<file path="src/rtl/bcd_serial_subtractor.sv">
// Digit-serial packed-BCD subtractor: x = a - b - bin, one digit per clock, LSD first.
// Optional macro BCD_SUB_SIGN_EN adds a FIX pass returning negative results as sign-magnitude.
module bcd_serial_subtractor #(
  parameter int unsigned DIGITS = 4
) (
  input  logic                clk,
  input  logic                rst,
  input  logic                start,
  input  logic [4*DIGITS-1:0] a,
  input  logic [4*DIGITS-1:0] b,
  input  logic                bin,
  output logic                busy,
  output logic                done,
  output logic [4*DIGITS-1:0] x,
  output logic                bout,
  output logic                neg,
  output logic                err
);

  localparam int unsigned W     = 4 * DIGITS;
  localparam int unsigned IDX_W = (DIGITS > 1) ? $clog2(DIGITS) : 1;

  typedef enum logic [1:0] {
    IDLE = 2'd0,
    SUB  = 2'd1,
`ifdef BCD_SUB_SIGN_EN
    FIX  = 2'd2,
`endif
    DONE = 2'd3
  } state_t;

  state_t           state, next_state;
  logic [W-1:0]     a_q, b_q, acc;
  logic [IDX_W-1:0] idx;
  logic             borrow, raw_bout, err_q;
`ifdef BCD_SUB_SIGN_EN
  logic             neg_q;
`endif

  logic [3:0] op_a, op_b, digit_res;
  logic       op_bin, borrow_nxt, last_digit;
  logic [4:0] diff;

  function automatic logic has_bad_digit(input logic [W-1:0] v);
    logic bad;
    bad = 1'b0;
    for (int k = 0; k < int'(DIGITS); k++) begin
      if (v[4*k +: 4] > 4'd9) bad = 1'b1;
    end
    return bad;
  endfunction

  // Shared digit subtractor: SUB uses captured operands, FIX computes 0 - x_k - fb
  always_comb begin
    op_a   = a_q[{idx, 2'b00} +: 4];
    op_b   = b_q[{idx, 2'b00} +: 4];
    op_bin = borrow;
`ifdef BCD_SUB_SIGN_EN
    if (state == FIX) begin
      op_a = 4'd0;
      op_b = acc[{idx, 2'b00} +: 4];
    end
`endif
    diff       = {1'b0, op_a} - {1'b0, op_b} - 5'(op_bin);
    borrow_nxt = diff[4];
    digit_res  = diff[4] ? 4'(diff + 5'd10) : diff[3:0];
    last_digit = (idx == IDX_W'(DIGITS - 1));
  end

  always_ff @(posedge clk or posedge rst) begin
    if (rst) state <= IDLE;
    else     state <= next_state;
  end

  always_comb begin
    next_state = state;
    case (state)
      IDLE: if (start) next_state = SUB;
      SUB: begin
        if (last_digit) begin
`ifdef BCD_SUB_SIGN_EN
          next_state = borrow_nxt ? FIX : DONE;
`else
          next_state = DONE;
`endif
        end
      end
`ifdef BCD_SUB_SIGN_EN
      FIX:  if (last_digit) next_state = DONE;
`endif
      DONE:    next_state = IDLE;
      default: next_state = IDLE;
    endcase
  end

  // Operand capture and digit-serial working registers
  always_ff @(posedge clk or posedge rst) begin
    if (rst) begin
      a_q      <= '0;
      b_q      <= '0;
      acc      <= '0;
      idx      <= '0;
      borrow   <= 1'b0;
      raw_bout <= 1'b0;
      err_q    <= 1'b0;
`ifdef BCD_SUB_SIGN_EN
      neg_q    <= 1'b0;
`endif
    end else begin
      case (state)
        IDLE: begin
          if (start) begin
            a_q    <= a;
            b_q    <= b;
            borrow <= bin;
            idx    <= '0;
            err_q  <= has_bad_digit(a) | has_bad_digit(b);
`ifdef BCD_SUB_SIGN_EN
            neg_q  <= 1'b0;
`endif
          end
        end
        SUB: begin
          acc[{idx, 2'b00} +: 4] <= digit_res;
          if (last_digit) begin
            idx      <= '0;
            raw_bout <= borrow_nxt;
            borrow   <= 1'b0;
          end else begin
            idx    <= idx + IDX_W'(1);
            borrow <= borrow_nxt;
          end
        end
`ifdef BCD_SUB_SIGN_EN
        FIX: begin
          acc[{idx, 2'b00} +: 4] <= digit_res;
          borrow <= borrow_nxt;
          if (last_digit) begin
            idx   <= '0;
            neg_q <= 1'b1;
          end else begin
            idx <= idx + IDX_W'(1);
          end
        end
`endif
        default: ;
      endcase
    end
  end

  // Result outputs change only when leaving DONE; an error zeroes the numeric result
  always_ff @(posedge clk or posedge rst) begin
    if (rst) begin
      busy <= 1'b0;
      done <= 1'b0;
      x    <= '0;
      bout <= 1'b0;
      neg  <= 1'b0;
      err  <= 1'b0;
    end else begin
      busy <= (next_state != IDLE) && (state != DONE);
      done <= (state == DONE);
      if (state == DONE) begin
        x    <= err_q ? '0 : acc;
        bout <= err_q ? 1'b0 : raw_bout;
`ifdef BCD_SUB_SIGN_EN
        neg  <= err_q ? 1'b0 : neg_q;
`else
        neg  <= 1'b0;
`endif
        err  <= err_q;
      end
    end
  end

endmodule

</file>
<file path="config.mk">
export PLATFORM = sky130hd
export DESIGN_NAME = bcd_serial_subtractor
export DESIGN_NICKNAME = d
export VERILOG_FILES = /design/src/rtl/bcd_serial_subtractor.sv
export SDC_FILE = /design/constraint.sdc
export NUM_CORES = 1
export LEC_CHECK = 0
export CAP_MARGIN = 20
export CORE_ASPECT_RATIO = 0.8
export CORE_MARGIN = 2
export CORE_UTILIZATION = 30
export CTS_BUF_LIST = sky130_fd_sc_hd__clkbuf_4 sky130_fd_sc_hd__clkbuf_8
export DETAILED_ROUTE_END_ITERATION = 6
export GPL_TIMING_DRIVEN = 0
export PLACE_DENSITY_LB_ADDON = 0.3
export SYNTH_ARGS = -nofsm -noshare
export SYNTH_HDL_FRONTEND = slang
export SYNTH_SLANG_ARGS = --single-unit
</file>
<file path="constraint.sdc">
create_clock -name clk -period 4.08 [get_ports clk]
set_input_delay 1.224 -clock clk [delete_from_list [all_inputs] [get_ports clk]]
set_output_delay 1.224 -clock clk [all_outputs]
set_load 0.01 [all_outputs]
</file>
After elaboration in Yosys (flattened, before gate mapping)
Index checks and enable logic that the tools add are counted.
{"block": "op_classes", "add_sub_neg": 5, "order_cmp": 8, "n_eq_ne": 5, "shifts": 4, "n_mux": 25, "bitwise": 1, "reduce_logical": 7}
{"cell": "greater-than comparator 4 bit (second input constant)", "count": 8}
{"cell": "variable part select 16 x 5 -> 4 bit", "count": 2}
{"cell": "bitwise mux 16 bit", "count": 1}
{"cell": "2-to-1 mux 16 bit", "count": 1}
{"cell": "variable shift 4 x 6 -> 16 bit (first input constant)", "count": 1}
{"cell": "variable part select 4 x 6 -> 16 bit", "count": 1}
{"cell": "2-to-1 mux 1 bit", "count": 15}
{"cell": "2-to-1 mux 2 bit", "count": 4}
{"cell": "one-hot mux 2 bit (2 select lines)", "count": 2}
{"cell": "negation 4 -> 6 bit", "count": 1}
{"cell": "AND reduction 2 bit", "count": 3}
{"cell": "subtractor 4 x 4 -> 5 bit", "count": 1}
{"cell": "subtractor 5 x 1 -> 5 bit", "count": 1}
{"cell": "adder 4 bit (second input constant)", "count": 1}
{"cell": "equality test 2 bit (second input constant)", "count": 2}
{"cell": "2-to-1 mux 4 bit", "count": 1}
{"cell": "inequality test 2 bit (second input constant)", "count": 2}
{"cell": "nonzero test 2 bit", "count": 2}
{"cell": "adder 2 x 1 -> 2 bit (second input constant)", "count": 1}
{"cell": "equality test 2 x 1 -> 1 bit (second input constant)", "count": 1}
{"cell": "logical NOT 2 bit", "count": 1}
{"cell": "one-hot mux 1 bit (2 select lines)", "count": 1}
{"cell": "logical AND 1 bit", "count": 1}
{"cell": "bitwise OR 1 bit", "count": 1}
{"block": "totals", "regBits": 75, "output_inout_bits": 21, "word_cells": 68}

Logic depth before layout (Yosys ltp)
{"block": "logic_depth", "ltp_word": 8, "mapped_depth": 13, "mapped_depth_nobuf": 12}

Least setup slack after synthesis
No wires, ideal clock.
{"block": "synth_timing", "path_type": "reg-to-reg", "start": "register idx[0]", "end": "register acc[10]", "setup_ns": 0.121, "arrival_ns": 3.138, "t_required_ns": 3.959, "path_slack_ns": 0.821, "stages_incl_launch_ff": 13, "path_cell_list": "dfrtp_1 -> buf_2 -> mux4_2 -> fa_1 -> fa_1 -> nand2b_4 -> nand2_1 -> ha_1 -> nand2_1 -> o21ai_0 -> o21ai_0 -> o2111ai_1 -> a22o_1"}
{"block": "synth_via", "elab_chain_len": 7, "elab_cells_between_ends": 10, "classes_between": "4 x add/sub; 4 x shift; 2 x mux"}
{"element": "start: declaration", "line_no": "34", "rtl": "logic [IDX_W-1:0] idx;"}
{"element": "start signal: assignment", "line_no": "130", "rtl": "idx <= idx + IDX_W'(1);"}
{"element": "variable part select 16 x 5 -> 4 bit, on equally long branches", "line_no": "55, 56"}
{"element": "subtractor 4 x 4 -> 5 bit", "line_no": "64", "rtl": "diff = {1'b0, op_a} - {1'b0, op_b} - 5'(op_bin);"}
{"element": "subtractor 5 x 1 -> 5 bit", "line_no": "64"}
{"element": "adder 4 bit", "line_no": "66", "rtl": "digit_res = diff[4] ? 4'(diff + 5'd10) : diff[3:0];"}
{"element": "2-to-1 mux 4 bit", "line_no": "66"}
{"element": "variable part select 4 x 6 -> 16 bit", "line_no": "124", "rtl": "acc[{idx, 2'b00} +: 4] <= digit_res;"}
{"element": "bitwise mux 16 bit (*)", "line_no": "124"}
{"element": "end signal: indexed assignment", "line_no": "124"}
{"element": "end: declaration", "line_no": "33", "rtl": "logic [W-1:0] a_q, b_q, acc;"}
Every way passes the cells marked *; elsewhere a longest branch is shown, timed or not.
A chain may end at the register's enable or synchronous reset.

Worst setup path in the final report
{"block": "layout_timing", "start": "register idx[0]", "end": "register acc[14]"}
Same word-level chain as after synthesis.

==> impl_metrics.ini <==
[global_routing]
grt_pass1_wl_mm = 13.0
grt_max_degree = 62
grt_pass1_vias = 2589
track_usage_pct = 13.0
grt_overflow_total = 0
antenna_found_initial = 0

[sta]
min_period_over_period_pct = 92.5
relSlewSlack_pct = 58.3
rsz0062_at_grt = no
max_freq_mhz = 265
finalClockSkew_ps = 14.4
min_period_ps = 3770
finalHoldViolCount = 0
tightest_slew_ps = 622
slew_viol_final = 0
report.final.setup_viol = 0

[placement]
port_buffers = 55
dpl_cell_area_um2 = 4350
dp_hpwl_mm = 5.76
placedCellCount = 514
place_congestion = 0.741

[worst_setup_path]
cp-start-kind = flop
crit_start = idx[0]
crit_path_max_fanout = 10
r2r-start = idx[0]
arrival_ps = 4020
end_kind = flop
worstSetupPathType = flop to flop
cp.required_ps = 4330

[drt]
via_per_inst = 4.66
drc = 0
first_pass_iters = 4
final_antenna_net_count = 0
vias = 2469
wl_per_cell_um = 14.6
drt_iter0_markers = 98
totalWireLength_mm = 7.75

[yosys]
netlist_top_cells_area = dfrtp_1, mux2_2, o21ai_0, mux4_2, ha_1
async_flop_share_pct = 100
netlist_area_um2 = 3580
synth.avg_cell_area_um2 = 11.6
ys_ff_latch = 75
synth_edf_count = 0
synth_top_area_cell = dfrtp_1
synth-main-ff-cell = dfrtp_1
synth.top_cell.area_share_pct = 52.4
syn-instance-count = 310
ys_types = 41
seq_area_frac_synth_pct = 52.4
yosys_warnings = 0
syn_nets = 359

[worst_hold_path]
min_from = x[10]
min_path_type = flop to flop

[clock_network]
clkTransAtPathRegs_ps = 80
cts_tree = yes
clk_latency_ps = 350
postCtsSetupRepairBufs = 0
cts.repair.resized = 0
cts_buffer_depth = 2
cts-root-buf = clkbuf_8
postCtsHoldBufs = 0
clock_sinks = 75
cts_inserted_buffers = 9
ctsHtreeMaxLevel = 3

[cells_and_area]
multi_input_area_um2 = 1570
final_nets = 426
area_delta_synth_final_pct = 27.2
drive_gt1_share_pct = 19.9
regArea_um2 = 1880
finalNonFillerCells = 530
fin_area_um2 = 4560
antennaDiodeCount = 0
fill_cells = 1154

[run]
cap_viol_max_count = 0

[floorplan]
rows = 35
core_area_um2 = 11600
die-area_um2 = 12800
die_w_um = 126
io_pins = 57
die_h_um = 102
initial_core_util_pct = 31.0

[run_status]
status = finished, final reports clean

[power_and_ir_drop]
peakVddDrop_mv = 0.571
finalPower_mw = 4.28
cellLeakagePower_nw = 1.90
powerDensity_nw_per_um2 = 939
-- layout by cell type, fill, tap and decap left out, drive strengths merged, types with 5 or more instances in the layout --
master,synthesis,final
inv,15,16
buf,9,10
dfrtp,75,75
o21ai,39,39
nor2,11,11
clkdlybuf4s50,0,55
clkbuf,5,16
nand2b,21,21
mux4,7,7
mux2,35,35
ha,11,11
a22o,8,8
a21oi,5,5
nand2,36,36
-- final cells by class --
cell class	instances	area share, %
plain buffers	14	1.81
clock buffers	11	3.32
clock inverters	5	1.29
inverters	15	1.29
multi-input cells	206	34.4
flip-flops and latches	75	41.2
well taps	148	4.06
repair buffers	56	12.7
-- power breakdown --
group	internal (mW)	total (mW)	leakage, nW	switching [mW]
combinational	1.10	2.51	0.853	1.41
sequential	1.02	1.17	0.949	0.152
clock	0.317	0.602	0.102	0.285
-- kinds of logic after synthesis --
family	share of synthesized area, %
muxes	15.4
and+or+nand+nor	12.9
other	0.105
xor gates and xnor gates	0.943
AOI/OAI and AO/OA	9.40
buffers and inverters	3.88
DFF	52.4
adders and majority gates	4.96
-- critical path: stages, from the launching register on --
cell and delay [ps]:
dfrtp_1 550, buf_2 390, mux4_2 560, fa_1 440, fa_1 460, nand2b_4 190, nand2_1 70, ha_1 230
nand2_1 60, o21ai_0 70, o21ai_0 80, o2111ai_1 280, a22o_1 290
-- synthesized netlist by cell type, types with 3 or more instances --
master    count
nand2b_1     20
nand4_1       4
ha_1         11
nand2_1      35
a21oi_1       4
dfrtp_1      75
nor2_1       11
inv_1        15
or3_1         4
mux4_2        7
buf_2         3
a22o_1        8
buf_4         5
mux2_2       35
o21ai_1       5
o21ai_0      34
nor3_1        4
clkbuf_1      5
-- through the flow --
step | setup TNS, ps | util, % | worst slack (ps) | hold slack (ps)
2_1_floorplan | 0 | - | 821 | 451
5_1_grt | 0 | 39.4 | 43.2 | 520
3_5_place_dp | 0 | 37.6 | 285 | 475
6_report | 0 | 39.4 | 305 | 483
3_3_place_gp | -24250 | 37.3 | -328 | 464
4_1_cts | 0 | 39.4 | 265 | 494
-- routing by layer --
| metal | vias up | GRT usage (%) | part of all wire (%) |
|---|---|---|---|
| li1 | 1211 | - | - |
| met5 | - | 0 | 0 |
| met1 | 1208 | 17.3 | 49 |
| met4 | 0 | 4.31 | 1.4 |
| met3 | 10 | 3.75 | 2.9 |
| met2 | 40 | 20.7 | 47 |
-- worst paths after layout --
check	to	slack, ps	depth (start not counted)
setup / recovery	acc[14]	310	12
hold / removal	x[10]	480	2
setup reg to reg	acc[14]	310	12
hold reg to reg	x[10]	480	2
max in group asynchronous	state[1]	2380	3
min in group asynchronous	x[5]	1140	2
-- registers in the layout (all words and copies together), names as in the netlist --
signal and cells:
state 2, bout 1, x 16, b_q 16
busy 1, borrow 1, err 1, raw_bout 1
err_q 1, idx 2, acc 16, a_q 16
done 1
Note: power is estimated with default switching activity, not from simulation.
